**src/rtl/maskevent_carrier_mc_pkg.sv**
```systemverilog
// Shared types and widths for the carrier mask-event generator.
// Defining MASKEVENT_OVERRUN_EN adds the per-channel overrun counters.
`ifndef PWMCOUNT_WIDTH
`define PWMCOUNT_WIDTH 8
`endif
`ifndef MASKEV_DEC_WIDTH
`define MASKEV_DEC_WIDTH 4
`endif
`ifndef MASKEV_OVR_WIDTH
`define MASKEV_OVR_WIDTH 8
`endif

package maskevent_carrier_mc_pkg;

    typedef enum logic [1:0] {
        NO_MASK     = 2'd0,
        MIN_MASK    = 2'd1,
        MAX_MASK    = 2'd2,
        MINMAX_MASK = 2'd3
    } _mask_mode;

    localparam int DEC_W_DEFAULT = `MASKEV_DEC_WIDTH;
    localparam int OVR_W         = `MASKEV_OVR_WIDTH;

    function automatic logic mode_has_min(input _mask_mode m);
        return (m == MIN_MASK) || (m == MINMAX_MASK);
    endfunction

    function automatic logic mode_has_max(input _mask_mode m);
        return (m == MAX_MASK) || (m == MINMAX_MASK);
    endfunction

endpackage

```
**src/rtl/maskevent_carrier_mc_if.sv**
```systemverilog
// Bundled per-channel configuration, carrier and event signals.
// overrun_cnt exists only when MASKEVENT_OVERRUN_EN is defined.
interface maskevent_carrier_mc_if #(
    parameter int NCH  = 4,
    parameter int CW   = `PWMCOUNT_WIDTH,
    parameter int DECW = `MASKEV_DEC_WIDTH
);
    import maskevent_carrier_mc_pkg::*;

    logic                   enable;
    _mask_mode [NCH-1:0]    mask_mode;
    logic [NCH*CW-1:0]      carrier;
    logic [NCH*CW-1:0]      period;
    logic [NCH*DECW-1:0]    decim;
    logic [NCH-1:0]         ack;
    logic [NCH-1:0]         maskevent;
    logic [NCH-1:0]         pending;
`ifdef MASKEVENT_OVERRUN_EN
    logic [NCH*OVR_W-1:0]   overrun_cnt;

    modport master (
        output enable, mask_mode, carrier, period, decim, ack,
        input  maskevent, pending, overrun_cnt
    );
    modport slave (
        input  enable, mask_mode, carrier, period, decim, ack,
        output maskevent, pending, overrun_cnt
    );
`else
    modport master (
        output enable, mask_mode, carrier, period, decim, ack,
        input  maskevent, pending
    );
    modport slave (
        input  enable, mask_mode, carrier, period, decim, ack,
        output maskevent, pending
    );
`endif

endinterface

```
**src/rtl/maskevent_carrier_mc_channel.sv**
```systemverilog
// One mask-event channel: extremum detect, decimator, pending handshake.
// Optional saturating overrun counter under MASKEVENT_OVERRUN_EN.
module maskevent_carrier_mc_channel
    import maskevent_carrier_mc_pkg::*;
#(
    parameter int CW   = `PWMCOUNT_WIDTH,
    parameter int DECW = `MASKEV_DEC_WIDTH
) (
    input  logic            clk,
    input  logic            reset,
    input  logic            enable,
    input  _mask_mode       mask_mode,
    input  logic [CW-1:0]   carrier,
    input  logic [CW-1:0]   period,
    input  logic [DECW-1:0] decim,
    input  logic            ack,
    output logic            maskevent,
`ifdef MASKEVENT_OVERRUN_EN
    output logic [OVR_W-1:0] overrun_cnt,
`endif
    output logic            pending
);

    logic            hit_s;
    logic            qe_s;
    logic            mode_chg_s;
    logic [DECW-1:0] dec_base_s;
    logic [DECW-1:0] dec_nxt_s;
    logic            fire_s;

    logic            hit_q_r;
    _mask_mode       mode_q_r;
    logic [DECW-1:0] dec_cnt_r;
    logic            maskevent_r;
    logic            pending_r;

    // Extremum detection and decimator next-state; a mode change restarts the count
    always_comb begin
        hit_s      = ((carrier == {CW{1'b0}}) && mode_has_min(mask_mode)) ||
                     ((carrier == period)     && mode_has_max(mask_mode));
        qe_s       = hit_s & ~hit_q_r;
        mode_chg_s = (mode_q_r != mask_mode);
        fire_s     = 1'b0;
        dec_nxt_s  = dec_cnt_r;
        if (mode_chg_s) begin
            dec_base_s = {DECW{1'b0}};
        end else begin
            dec_base_s = dec_cnt_r;
        end
        if ((mask_mode == NO_MASK) || !enable) begin
            dec_nxt_s = {DECW{1'b0}};
        end else if (qe_s) begin
            if (dec_base_s >= decim) begin
                fire_s    = 1'b1;
                dec_nxt_s = {DECW{1'b0}};
            end else begin
                dec_nxt_s = dec_base_s + {{(DECW-1){1'b0}}, 1'b1};
            end
        end else if (mode_chg_s) begin
            dec_nxt_s = {DECW{1'b0}};
        end else begin
            dec_nxt_s = dec_cnt_r;
        end
    end

    // Channel state; hit_q keeps tracking while disabled so re-enable at an extremum is silent
    always_ff @(posedge clk or negedge reset) begin
        if (!reset) begin
            hit_q_r     <= 1'b0;
            mode_q_r    <= NO_MASK;
            dec_cnt_r   <= {DECW{1'b0}};
            maskevent_r <= 1'b0;
            pending_r   <= 1'b0;
        end else begin
            hit_q_r   <= hit_s;
            mode_q_r  <= mask_mode;
            dec_cnt_r <= dec_nxt_s;
            if (mask_mode == NO_MASK) begin
                maskevent_r <= enable;
            end else begin
                maskevent_r <= fire_s;
            end
            if (fire_s) begin
                pending_r <= 1'b1;
            end else if (ack) begin
                pending_r <= 1'b0;
            end else begin
                pending_r <= pending_r;
            end
        end
    end

`ifdef MASKEVENT_OVERRUN_EN
    logic [OVR_W-1:0] ovr_cnt_r;

    // Count fires that land on an unacknowledged pending event, saturating
    always_ff @(posedge clk or negedge reset) begin
        if (!reset) begin
            ovr_cnt_r <= {OVR_W{1'b0}};
        end else if (fire_s && pending_r && !ack && (ovr_cnt_r != {OVR_W{1'b1}})) begin
            ovr_cnt_r <= ovr_cnt_r + {{(OVR_W-1){1'b0}}, 1'b1};
        end else begin
            ovr_cnt_r <= ovr_cnt_r;
        end
    end

    assign overrun_cnt = ovr_cnt_r;
`endif

    assign maskevent = maskevent_r;
    assign pending   = pending_r;

endmodule

```
**src/rtl/maskevent_carrier_mc.sv**
```systemverilog
// NCH-channel mask-event generator for the pwm8carr carrier path.
// MASKEVENT_OVERRUN_EN enables per-channel overrun counters.
module maskevent_carrier_mc
    import maskevent_carrier_mc_pkg::*;
#(
    parameter int NCH  = 4,
    parameter int CW   = `PWMCOUNT_WIDTH,
    parameter int DECW = `MASKEV_DEC_WIDTH
) (
    input  logic                   clk,
    input  logic                   reset,
    maskevent_carrier_mc_if.slave  bus
);

    logic [NCH-1:0] maskevent_s;
    logic [NCH-1:0] pending_s;
`ifdef MASKEVENT_OVERRUN_EN
    logic [NCH*OVR_W-1:0] overrun_s;
`endif

    for (genvar i = 0; i < NCH; i++) begin : g_ch
        maskevent_carrier_mc_channel #(
            .CW   (CW),
            .DECW (DECW)
        ) u_ch (
            .clk         (clk),
            .reset       (reset),
            .enable      (bus.enable),
            .mask_mode   (bus.mask_mode[i]),
            .carrier     (bus.carrier[i*CW +: CW]),
            .period      (bus.period[i*CW +: CW]),
            .decim       (bus.decim[i*DECW +: DECW]),
            .ack         (bus.ack[i]),
            .maskevent   (maskevent_s[i]),
`ifdef MASKEVENT_OVERRUN_EN
            .overrun_cnt (overrun_s[i*OVR_W +: OVR_W]),
`endif
            .pending     (pending_s[i])
        );
    end

    assign bus.maskevent = maskevent_s;
    assign bus.pending   = pending_s;
`ifdef MASKEVENT_OVERRUN_EN
    assign bus.overrun_cnt = overrun_s;
`endif

endmodule

```
**src/flat_wrapper.sv**
```systemverilog
// flat-port wrapper written by rule: the top's interface ports become plain ports
module maskevent_carrier_mc_flat import maskevent_carrier_mc_pkg::*;
#(
    parameter int NCH  = 4,
    parameter int CW   = `PWMCOUNT_WIDTH,
    parameter int DECW = `MASKEV_DEC_WIDTH
)
  (clk, reset, bus_enable, bus_mask_mode, bus_carrier, bus_period, bus_decim, bus_ack, bus_maskevent, bus_pending);
  maskevent_carrier_mc_if #(.NCH(NCH), .CW(CW), .DECW(DECW)) bus_i ();
  input  logic clk;
  input  logic reset;
  input wire logic [$bits(bus_i.enable)-1:0] bus_enable;
  input wire logic [$bits(bus_i.mask_mode)-1:0] bus_mask_mode;
  input wire logic [$bits(bus_i.carrier)-1:0] bus_carrier;
  input wire logic [$bits(bus_i.period)-1:0] bus_period;
  input wire logic [$bits(bus_i.decim)-1:0] bus_decim;
  input wire logic [$bits(bus_i.ack)-1:0] bus_ack;
  output wire logic [$bits(bus_i.maskevent)-1:0] bus_maskevent;
  output wire logic [$bits(bus_i.pending)-1:0] bus_pending;
  assign bus_i.enable = bus_enable;
  assign bus_i.mask_mode = bus_mask_mode;
  assign bus_i.carrier = bus_carrier;
  assign bus_i.period = bus_period;
  assign bus_i.decim = bus_decim;
  assign bus_i.ack = bus_ack;
  assign bus_maskevent = bus_i.maskevent;
  assign bus_pending = bus_i.pending;
  maskevent_carrier_mc #(.NCH(NCH), .CW(CW), .DECW(DECW)) u_core (.clk(clk), .reset(reset), .bus(bus_i));
endmodule
```
**config.mk**
```make
export PLATFORM = sky130hd
export DESIGN_NAME = maskevent_carrier_mc_flat
export DESIGN_NICKNAME = d
export VERILOG_FILES = /design/src/rtl/maskevent_carrier_mc_pkg.sv /design/src/rtl/maskevent_carrier_mc_if.sv /design/src/rtl/maskevent_carrier_mc_channel.sv /design/src/rtl/maskevent_carrier_mc.sv /design/src/flat_wrapper.sv
export SDC_FILE = /design/constraint.sdc
export NUM_CORES = 1
export LEC_CHECK = 0
export ABC_AREA = 0
export CAP_MARGIN = 10
export CORE_UTILIZATION = 40
export DETAILED_ROUTE_END_ITERATION = 8
export PLACE_DENSITY = 0.83
export SETUP_SLACK_MARGIN = 0.05
export SLEW_MARGIN = 20
export SYNTH_ARGS = -nofsm -noshare
export SYNTH_HDL_FRONTEND = slang
export SYNTH_HIERARCHICAL = 1
export SYNTH_SLANG_ARGS = --single-unit
```
**constraint.sdc**
```tcl
create_clock -name clk -period 2.1 [get_ports clk]
set_input_delay 0.42 -clock clk [delete_from_list [all_inputs] [get_ports clk]]
set_output_delay 0.42 -clock clk [all_outputs]
set_load 0.01 [all_outputs]
```
==> out/qor.yml <==
violations: "setup timing"
synth_compound_gate_area_share_pct: 16.9
cts_tree: "done"
num_io_pins: 103
synth_seq_cells: 36
drive_gt1_share_pct: 34.7
nFillCells: 389
synth_top_family_by_area: "simple AND/OR/NAND/NOR gates"
io_buffers: 102
period_share_pct: 107
grt_use_total_pct: 23.0
worstRegToRegCells: 10
cts_buffer_depth: 2
end_kind: "register"
syn_area_per_cell_sq_um: 9.21
synth_top_area_cell: "dfrtp_1"
status: "complete, but fails checks"
die_x_um: 81.7
initial_core_util_pct: 42.2
drt_pass1_iterations: 4
fin_crit_ps: 2240
power.leakage_uw: 0.00208
cts.sinks: 36
final_area_sq_mm: 0.00465
cp_num_cells: 10
cp_max_fo: 3
syn-num-nets: 387
clock_skew_ps: 4.86
synthAdderAreaFrac_pct: 7.87
layout_common_cells: "93 x clkdlybuf4s50_1, 53 x buf_4, 36 x dfrtp_1, 28 x xor2_1, 19 x inv_1"
arrival_ps: 2440
netlist_instances: 276
yosys.area_share.simple_pct: 23.0
cpPeakStageDelay_ps: 400
timing.critical_path.buf_inv: 0
crit_type: "register to register"
r2r_end: "u_core/g_ch[3].u_ch/dec_cnt_r[2]$_DFF_PN0_"
place_congestion: 0.823
cts_htree_levels: 2
clk_pin_slew_ps: 80
routed-via-count: 2717
n_antenna_cell: 0
path_delay_family: "compound AO/OA/AOI/OAI gates"
ir_drop_mv: 0.323
yosysWarnings: 6
synthXorXnorAreaFrac_pct: 13.8
drt-initial-drc-count: 66
grt_max_degree: 37
synth_area_leaders: "dfrtp_1 35%, xor2_1 12%, ha_1 7.9%, inv_1 3.0%, nand2_1 3.0%"
fmax_mhz: 447
vias_per_cell: 5.24
drc: 0
hold_violations: 0
drt-total-wl_um: 7780
hp-class: "primary input to asynchronous set/reset pin"
r2r_slack_ps: -140
clkLatencyLatePin_ps: 290
gr-total-overflow: 0
crit_path_top_delay_cell: "dfrtp_1"
power_uw: 1820
cap_violations: 0
die_area_sq_mm: 0.00668
layout_commonest_cell: "clkdlybuf4s50_1"
r2r_start: "u_core/g_ch[3].u_ch/mode_q_r[0]$_DFF_PN0_"
area_growth_pct: 82.9
place_area_sq_mm: 0.00404
hpwlAfterDp_um: 5440
syn_area_sq_mm: 0.00254
cts_buffers: 5
clockRootBuffer: "clkbuf_8"
synth_cell_types: 28
drv_slew: 0
detail-route-antenna-nets: 0
worst_pin_slew_ps: 828
path_cells: "xor2_2 > nor2_2 > nand2_1 > ha_1 > nand2b_4 > a21o_1 > a31oi_4 > o21ai_2 > o21a_1 > o31ai_2"
fp.dieH_um: 81.7
rsz0062_at_grt: "yes"
grt_pass1_vias: 2838
antenna_found_initial: 0
power.density_mw_per_mm2: 391
critPathLaunchType: "register"
nets: 554
core_region_area_sq_mm: 0.00603
setup_viol: 18
drt-wirelength-per-cell_um: 15.0
grt_pass1_wl_um: 11900
critical_path_required_ps: 2300
cts_hold_buf: 0
relSlewSlack_pct: 44.8
setup_ws_ps: -139
seq_area_frac_synth_pct: 35.4
muxShareOfSynthArea_pct: 0
synth_top_area_share_pct: 35.4
num_rows: 28
[where the power goes]
group	total [uW]	switching (uW)	internal, uW
Combinational	495	200	295
Sequential	711	7.24	704
Clock	614	263	351
[cell usage after synthesis (all sizes together)]
master  instances
dfrtp          36
xor2           36
inv            20
nand2          20
a21oi          16
ha             16
nand2b         12
nand3          12
nand4          12
nor2           12
nor4           12
and2            8
and3            8
o21a            8
o21ai           8
o31ai           8
a21boi          4
a21o            4
a31oi           4
nor3            4
o22ai           4
or2             4
or3b            4
xnor2           4
[worst max-delay path by stage]
stage	from	end	slack [ps]
after global routing	u_core/g_ch[3].u_ch/mode_q_r[0]$_DFF_PN0_	u_core/g_ch[3].u_ch/dec_cnt_r[2]$_DFF_PN0_	-260
after CTS	u_core/g_ch[0].u_ch/mode_q_r[1]$_DFF_PN0_	u_core/g_ch[0].u_ch/dec_cnt_r[2]$_DFF_PN0_	-170
after global placement	bus_mask_mode[1]	u_core/g_ch[0].u_ch/dec_cnt_r[2]$_DFF_PN0_	-630
final	u_core/g_ch[3].u_ch/mode_q_r[0]$_DFF_PN0_	u_core/g_ch[3].u_ch/dec_cnt_r[2]$_DFF_PN0_	-140
after detailed placement	bus_mask_mode[0]	u_core/g_ch[0].u_ch/dec_cnt_r[2]$_DFF_PN0_	-800
after floorplan	bus_mask_mode[1]	u_core/g_ch[0].u_ch/dec_cnt_r[2]$_DFF_PN0_	-70
[timing repair]
item / 4_1_cts / 5_1_grt
setup endpoints to repair: 24 / 24
gates resized for setup: 42 / 51
setup buffers: 13 / 5
pin swaps: 47 / 29
gates cloned: 0 / 0
[area by class of cell]
| class | count | area (sq um) | share of cell area (%) |
|---|---|---|---|
| sequential | 36 | 901 | 19.4 |
| clock inverter | 3 | 42.5 | 0.915 |
| multi-input combinational | 220 | 1990 | 42.9 |
| clock buffer | 5 | 68.8 | 1.48 |
| tap | 75 | 93.8 | 2.02 |
| inverter | 20 | 77.6 | 1.67 |
| timing repair buffer | 160 | 1470 | 31.7 |
[stage by stage]
stage / util [%] / TNS, ps / setup WS [ps] / cells / hold slack (ps)
detailed placement: 67.0 / -15290 / -803 / 495 / 534
floorplan: - / -299 / -74.8 / 276 / 124
global placement: 67.0 / -12940 / -630 / 495 / 517
CTS: 72.3 / -1390 / -170 / 515 / 253
global route: 77.2 / -2990 / -255 / 519 / 281
finish: 77.2 / -1050 / -139 / 519 / 220
[flip-flops by register name, indices dropped and copies added, names as in the netlist]
register	count
u_core/g_ch.u_ch/dec_cnt_r	16
u_core/g_ch.u_ch/mode_q_r	8
u_core/g_ch.u_ch/hit_q_r	4
u_core/g_ch.u_ch/maskevent	4
u_core/g_ch.u_ch/pending	4
[cell families after synthesis]
| group | count (synthesis) |
|---|---|
| buffers and inverters | 20 |
| and+or+nand+nor | 108 |
| adders and majority gates | 16 |
| DFF | 36 |
| AOI/OAI and AO/OA | 56 |
| xor gates and xnor gates | 40 |
[worst reg2reg max path: stages, from the launching register on]
cell	delay, ps
dfrtp_1	400
xor2_2	170
nor2_2	160
nand2_1	100
ha_1	280
nand2b_4	130
a21o_1	190
a31oi_4	240
o21ai_2	90
o21a_1	180
o31ai_2	210
[routing by layer]
metal  global-route usage [%]  wire length [um]  up-vias
met5                        0                 0        -
met1                     24.8              3070     1282
li1                         -                 -     1315
met2                     43.3              4120      108
met4                     9.12               119        0
met3                     4.78               476       12
Note: power is estimated with default switching activity, not from simulation.
